**config.mk**
```make
export PLATFORM = sky130hd
export DESIGN_NAME = vga_fb_arbiter
export DESIGN_NICKNAME = d
export VERILOG_FILES = /design/src/rtl/vga_fb_pkg.sv /design/src/rtl/vga_fb_fifo.sv /design/src/rtl/vga_fb_arbiter.sv
export SDC_FILE = /design/constraint.sdc
export NUM_CORES = 1
export LEC_CHECK = 0
export BUFFER_PORTS_ARGS = -buffer_cell sky130_fd_sc_hd__buf_2
export CAP_MARGIN = 5
export CORE_MARGIN = 2
export CORE_UTILIZATION = 25
export CTS_BUF_LIST = sky130_fd_sc_hd__clkbuf_8
export CTS_CLUSTER_DIAMETER = 80
export DETAILED_ROUTE_END_ITERATION = 10
export PLACE_DENSITY_LB_ADDON = 0.3
export SLEW_MARGIN = 20
export SYNTH_ARGS = -nofsm -noshare
export SYNTH_HDL_FRONTEND = slang
export SYNTH_SLANG_ARGS = --single-unit
```
**constraint.sdc**
```tcl
create_clock -name clk -period 3.2 [get_ports clk]
set_input_delay 0.32 -clock clk [delete_from_list [all_inputs] [get_ports clk]]
set_output_delay 0.32 -clock clk [all_outputs]
set_load 0.03 [all_outputs]
```
**src/rtl/vga_fb_pkg.sv**
```systemverilog
// vga_fb_pkg: shared pixel width, frame size and state/grant encodings for the frame-buffer arbiter
package vga_fb_pkg;
  localparam int PIX_W = 3;
  localparam int FRAME_PIX_DEF = 307200;
  typedef enum logic [1:0] {S_IDLE, S_FETCH, S_DONE} state_e;
  typedef enum logic [1:0] {G_NONE, G_FETCH, G_WRITE, G_WRITE_STARVED} grant_e;
endpackage

```
**src/rtl/vga_fb_fifo.sv**
```systemverilog
// vga_fb_fifo: pixel prefetch FIFO with flush and first-word-fall-through head (0 when empty)
module vga_fb_fifo #(
  parameter int W = 3,
  parameter int DEPTH = 16
) (
  input  logic                     clk,
  input  logic                     reset,
  input  logic                     flush,
  input  logic                     push,
  input  logic                     pop,
  input  logic [W-1:0]             din,
  output logic [W-1:0]             head,
  output logic [$clog2(DEPTH):0]   count,
  output logic                     empty
);
  localparam int AW = $clog2(DEPTH);
  logic [W-1:0] mem [DEPTH];
  logic [AW-1:0] wp, rp;
  logic take;
  always_comb begin
    empty = count == '0;
    take = pop && !empty;
    head = empty ? '0 : mem[rp];
  end
  always_ff @(posedge clk or negedge reset)
    if (!reset) begin
      wp <= '0;
      rp <= '0;
      count <= '0;
    end else if (flush) begin
      wp <= '0;
      rp <= '0;
      count <= '0;
    end else begin
      wp <= push ? wp + 1'b1 : wp;
      rp <= take ? rp + 1'b1 : rp;
      count <= count + (AW+1)'(push) - (AW+1)'(take);
    end
  always_ff @(posedge clk)
    if (push && !flush) mem[wp] <= din;
endmodule

```
**src/rtl/vga_fb_arbiter.sv**
```systemverilog
// vga_fb_arbiter: shares one frame-buffer RAM port between display prefetch and coprocessor writes
// Optional VGA_FB_ARB_STATS_EN adds saturating underflow_cnt / wr_stall_cnt outputs.
module vga_fb_arbiter import vga_fb_pkg::*; #(
  parameter int ADDR_W = 19,
  parameter int DATA_W = PIX_W,
  parameter int FRAME_PIX = FRAME_PIX_DEF,
  parameter int FIFO_DEPTH = 16,
  parameter int LOW_WM = 4,
  parameter int MAX_WAIT = 8
) (
  input  logic              clk,
  input  logic              reset,
  input  logic              frame_start,
  input  logic              pix_rd,
  output logic [DATA_W-1:0] pix_data,
  output logic              underflow,
  input  logic              wr_valid,
  input  logic [ADDR_W-1:0] wr_addr,
  input  logic [DATA_W-1:0] wr_data,
  output logic              wr_ready,
  output logic [ADDR_W-1:0] mem_addr,
  output logic              mem_we,
  output logic [DATA_W-1:0] mem_wdata,
  input  logic [DATA_W-1:0] mem_rdata
`ifdef VGA_FB_ARB_STATS_EN
  ,
  output logic [15:0]       underflow_cnt,
  output logic [15:0]       wr_stall_cnt
`endif
);
  localparam int CW = $clog2(FIFO_DEPTH) + 1;
  localparam int WW = $clog2(MAX_WAIT + 1);
  state_e state, state_n;
  grant_e grant;
  logic [ADDR_W-1:0] fetch_addr;
  logic [WW-1:0] wait_cnt;
  logic [CW-1:0] count;
  logic [CW:0] level;
  logic rd_a, rd_b, empty, fetch_ok, starved, last_pix;
  vga_fb_fifo #(.W(DATA_W), .DEPTH(FIFO_DEPTH)) u_fifo (
    .clk(clk),
    .reset(reset),
    .flush(frame_start),
    .push(rd_b),
    .pop(pix_rd),
    .din(mem_rdata),
    .head(pix_data),
    .count(count),
    .empty(empty)
  );
  // rd_a: address on the RAM this cycle; rd_b: its data arrives this cycle
  always_comb begin
    level = (CW+1)'(count) + (CW+1)'(rd_a) + (CW+1)'(rd_b);
    fetch_ok = state == S_FETCH && !frame_start && level < (CW+1)'(FIFO_DEPTH);
    starved = wr_valid && wait_cnt >= WW'(MAX_WAIT) && count >= CW'(LOW_WM);
    grant = starved ? G_WRITE_STARVED : fetch_ok ? G_FETCH : wr_valid ? G_WRITE : G_NONE;
    wr_ready = grant == G_WRITE || grant == G_WRITE_STARVED;
    last_pix = fetch_addr == ADDR_W'(FRAME_PIX - 1);
    state_n = frame_start ? S_FETCH : (grant == G_FETCH && last_pix) ? S_DONE : state;
  end
  always_ff @(posedge clk or negedge reset)
    if (!reset) begin
      state <= S_IDLE;
      fetch_addr <= '0;
      rd_a <= 1'b0;
      rd_b <= 1'b0;
      wait_cnt <= '0;
      underflow <= 1'b0;
      mem_addr <= '0;
      mem_we <= 1'b0;
      mem_wdata <= '0;
    end else begin
      state <= state_n;
      rd_a <= grant == G_FETCH;
      rd_b <= rd_a && !frame_start;
      fetch_addr <= frame_start ? '0 : grant == G_FETCH ? fetch_addr + 1'b1 : fetch_addr;
      wait_cnt <= (!wr_valid || wr_ready) ? '0 : wait_cnt == WW'(MAX_WAIT) ? wait_cnt : wait_cnt + 1'b1;
      underflow <= frame_start ? 1'b0 : underflow | (pix_rd & empty);
      mem_we <= wr_ready;
      if (grant != G_NONE) mem_addr <= wr_ready ? wr_addr : fetch_addr;
      if (wr_ready) mem_wdata <= wr_data;
    end
`ifdef VGA_FB_ARB_STATS_EN
  always_ff @(posedge clk or negedge reset)
    if (!reset) begin
      underflow_cnt <= '0;
      wr_stall_cnt <= '0;
    end else begin
      if (pix_rd && empty && underflow_cnt != 16'hffff) underflow_cnt <= underflow_cnt + 1'b1;
      if (wr_valid && !wr_ready && wr_stall_cnt != 16'hffff) wr_stall_cnt <= wr_stall_cnt + 1'b1;
    end
`endif
endmodule

```
==> results.txt <==
----------------------------------------------------
[Setup path]
  Biggest cell delay along the critical path ... 0.58 ns
  Gate family responsible for the most delay along the worst path ... flip-flops
  Cells along the critical path ... ha_1, a21oi_2, mux2_2, a31o_4, inv_1, buf_2
  Worst reg2reg path startpoint ... u_fifo.count[2]$_DFF_PN0_
  Critical Path Source ... rd_b$_DFF_PN0_
  Buffers & Inverters on Critical Path ... 2
  CP max FO ... 23
  Required time at the endpoint of the critical path ... 2.88 ns
  Setup crit start kind ... register
  Setup slack on the worst flop-to-flop path ... 0.37 ns
  Nature of the critical path endpoint ... primary output
  Data arrival time of the critical path ... 2.61 ns
  Logic depth of the worst register-to-register path ... 13
  Levels on crit path ... 6
  R2r endpoint ... u_fifo.count[4]$_DFF_PN0_
  CP max stage cell ... dfrtp_1
  Critical setup path kind ... register to primary output

[CTS]
  Number of post-CTS setup repair buffers ... 0
  Number of buffers created by CTS ... 9
  CTS HTree Levels ... 3
  TritonCTS Sinks ... 112
  Root buffer selected by CTS ... clkbuf_8
  Number of buffers on the longest clock path ... 2
  Number of buffers inserted for hold repair after clock tree synthesis ... 0
  CTS tree ... yes
  Clock network latency to the later pin of the worst-skew pair ... 0.40 ns
  Clock edge transition at the registers on the reported setup and hold paths ... 0.12 ns

[Route]
  Post-detailed-route wirelength per cell ... 14.9 microns
  Number of nets with antenna violations after detailed routing ... 0
  Count of unresolved DRC violations after routing ... 0
  Count of routing violations after the opening detailed-route iteration ... 175
  Vias after detailed routing ... 3592
  Via-per-instance ratio ... 4.61
  Total length of routed wires ... 11600 microns
  Total iterations of the first detailed-routing run ... 4

[Die]
  Placement row count ... 53
  Placeable Area ... 0.0209 sq mm
  Width of the die ... 149 microns
  Die area ... 0.0223 sq mm
  Number of ports placed on the die boundary ... 58
  Initial cell density of the core ... 25.3%
  Die Height ... 149 microns

[Global route]
  Total track usage ... 10.8%
  Largest net degree at the start of global routing ... 65
  Global-route wire length before repair ... 18900 microns
  Vias in the first global route ... 3668
  Number of antenna violations at the first check in global routing ... 0
  Sum of overflow across all layers after global routing ... 0

[STA]
  Ratio of final minimum period to clock period ... 91.6%
  Max transition margin ... 45.3%
  Post-Route Setup TNS ... 0 ns
  Post-route worst hold slack ... 0.0716 ns
  Crit path setup slack, layout ... 0.268 ns
  Slew of the pin with the lowest slew margin ... 0.821 ns
  Min cycle time layout ... 2.93 ns
  Final count of negative-setup-slack endpoints ... 0
  Final hold violations ... 0
  Slew Viols, Final ... 0
  Post-Route Skew ... 0.0211 ns
  Max Freq ... 341 MHz
  RSZ-0062 raised after global routing ... no

[Power and ir drop]
  Internal power ... 2580 uW
  Switching power ... 1650 uW
  Worst IR drop on VDD ... 0.000404 V
  Total power draw ... 4230 uW
  Lkg Pwr ... 0.00236 uW
  Flop pwr share ... 43.0%
  Sw frac ... 39.0%
  Portion of total power attributed to the clock network ... 20.7%
  Power density of the placed cells ... 694 mW/mm^2
  Part of the total power dissipated in combinational logic ... 36.3%

[Placement]
  Port bufs ... 57
  Worst Setup Slack post-DPL ... 0.363 ns
  Hpwl dp ... 8200 microns
  GPL Wtd Cong ... 0.744

[Synthesis]
  Number of instances in the synthesized netlist ... 445
  Share of async-settable or async-resettable flops after synthesis ... 57.1%
  Share of the yosys chip area belonging to registers ... 57.5%
  Synthesis Warnings ... 0
  Nets in the synthesized netlist ... 495
  Post-synth EDFFs ... 48
  Count of state elements after synthesis ... 112
  Number of different library cells in the post-synthesis netlist ... 48
  Top FF cell, synth ... dfrtp_1
  Post-synthesis area per instance ... 11.9 sq um
  Post-synthesis instance area ... 0.00529 sq mm

[Finish]
  Fraction of the core area covered by cells at the end of the flow ... 29.2%
  Most frequent standard cell in the layout excluding fill and tap cells ... dfrtp_1
  Relative area change from synthesis to final layout ... 15.2%
  Diode count ... 0
  Final nets ... 550
  Share of final-layout standard cells stronger than drive strength 1 ... 20.8%
  Most used cells in the layout excluding fill and tap cells ... dfrtp_1 (64), nand2_1 (59), buf_2 (57), edfxtp_1 (48), nor2_1 (40)

[Run status]
  Result of the run ... finished, final reports clean

[Run]
  Number of violations of the max-capacitance limit ... 0

[Min path]
  Path category of the worst min-delay check ... input pin to asynchronous set/reset pin

----------------------------------------------------
## logic make-up after synthesis
group	after synthesis	share of synthesized area, %
AOI/OAI and AO/OA	77	9.30
xor gates and xnor gates	15	2.48
adders and majority gates	20	4.87
buffers and inverters	39	3.12
DFF	112	57.5
muxes	25	8.38
and+or+nand+nor	157	14.3
## Yosys cell counts (3+ instances only)
cell type / instances / area [sq um]
a21oi_1: 16 / 80.1
a31oi_1: 19 / 119
and3_1: 3 / 18.8
buf_2: 6 / 30.0
clkbuf_1: 13 / 48.8
dfrtp_1: 64 / 1600
edfxtp_1: 48 / 1440
ha_1: 19 / 238
inv_1: 18 / 67.6
mux2i_1: 6 / 60.1
mux4_2: 15 / 338
nand2_1: 59 / 221
nand3_1: 11 / 55.1
nand3b_1: 5 / 37.5
nand4_1: 5 / 31.3
nor2_1: 40 / 150
nor2b_1: 8 / 50.1
nor4_1: 3 / 18.8
nor4b_1: 3 / 26.3
o21ai_0: 5 / 25.0
o22ai_1: 19 / 119
o31ai_1: 7 / 52.6
or3_1: 5 / 31.3
or4_1: 7 / 52.6
xnor2_1: 9 / 78.8
xor2_1: 6 / 52.6
## how the worst max path moves through the flow
stage	endpoint	slack (ns)
2_1_floorplan	u_fifo.count[4]$_DFF_PN0_	0.36
5_1_grt	wr_ready	0.1
6_report	wr_ready	0.27
4_1_cts	wr_ready	0.13
3_3_place_gp	u_fifo.count[4]$_DFF_PN0_	0.44
3_5_place_dp	u_fifo.count[4]$_DFF_PN0_	0.36
## power groups by stage
stage          clock network, uW  registers, uW  logic, uW
4_1_cts                      904           1820       1550
2_1_floorplan                  0           2040        927
3_5_place_dp                   0           1850       1540
6_report                     875           1820       1540
5_1_grt                      965           1850       1690
3_3_place_gp                   0           1840       1530
## through the flow
step / instance area [sq um] / std cells
after floorplan: 5290 / 445
after global placement: 5880 / 764
after detailed placement: 5880 / 764
after CTS: 6080 / 780
after global routing: 6090 / 780
final: 6090 / 780
## area by class of cell
cell class,instances,area [sq um]
Clock buffer,9,124
Timing Repair Buffer,65,345
Tap cell,275,344
Fill cell,2150,14800
Clock inverter,7,81.3
Multi-Input combinational cell,294,2090
Inverter,18,67.6
Sequential cell,112,3040
## layer usage
metal  track usage, %  up-vias  share of wire [%]  routed length, microns
met5                0        -                  0                       0
li1                 -     1735                  -                       -
met4             3.33        0                1.3                     148
met1             13.7     1780                 45                    5250
met2             18.3       67                 50                    5750
met3             2.68       10                3.9                     451
## registers in the layout, summed over array words and instances, names as in the netlist
name	count
state	2
u_fifo.count	5
mem_we	1
u_fifo.rp	4
rd_b	1
wait_cnt	4
rd_a	1
mem_wdata	3
mem_addr	19
u_fifo.wp	4
underflow	1
fetch_addr	19
u_fifo.mem	48
## what timing repair did
action | CTS | global route
hold endpoints to repair | 0 | 0
setup endpoints to repair | 0 | 1
resized for setup | 0 | 1
(Power assumes the default switching activity.)
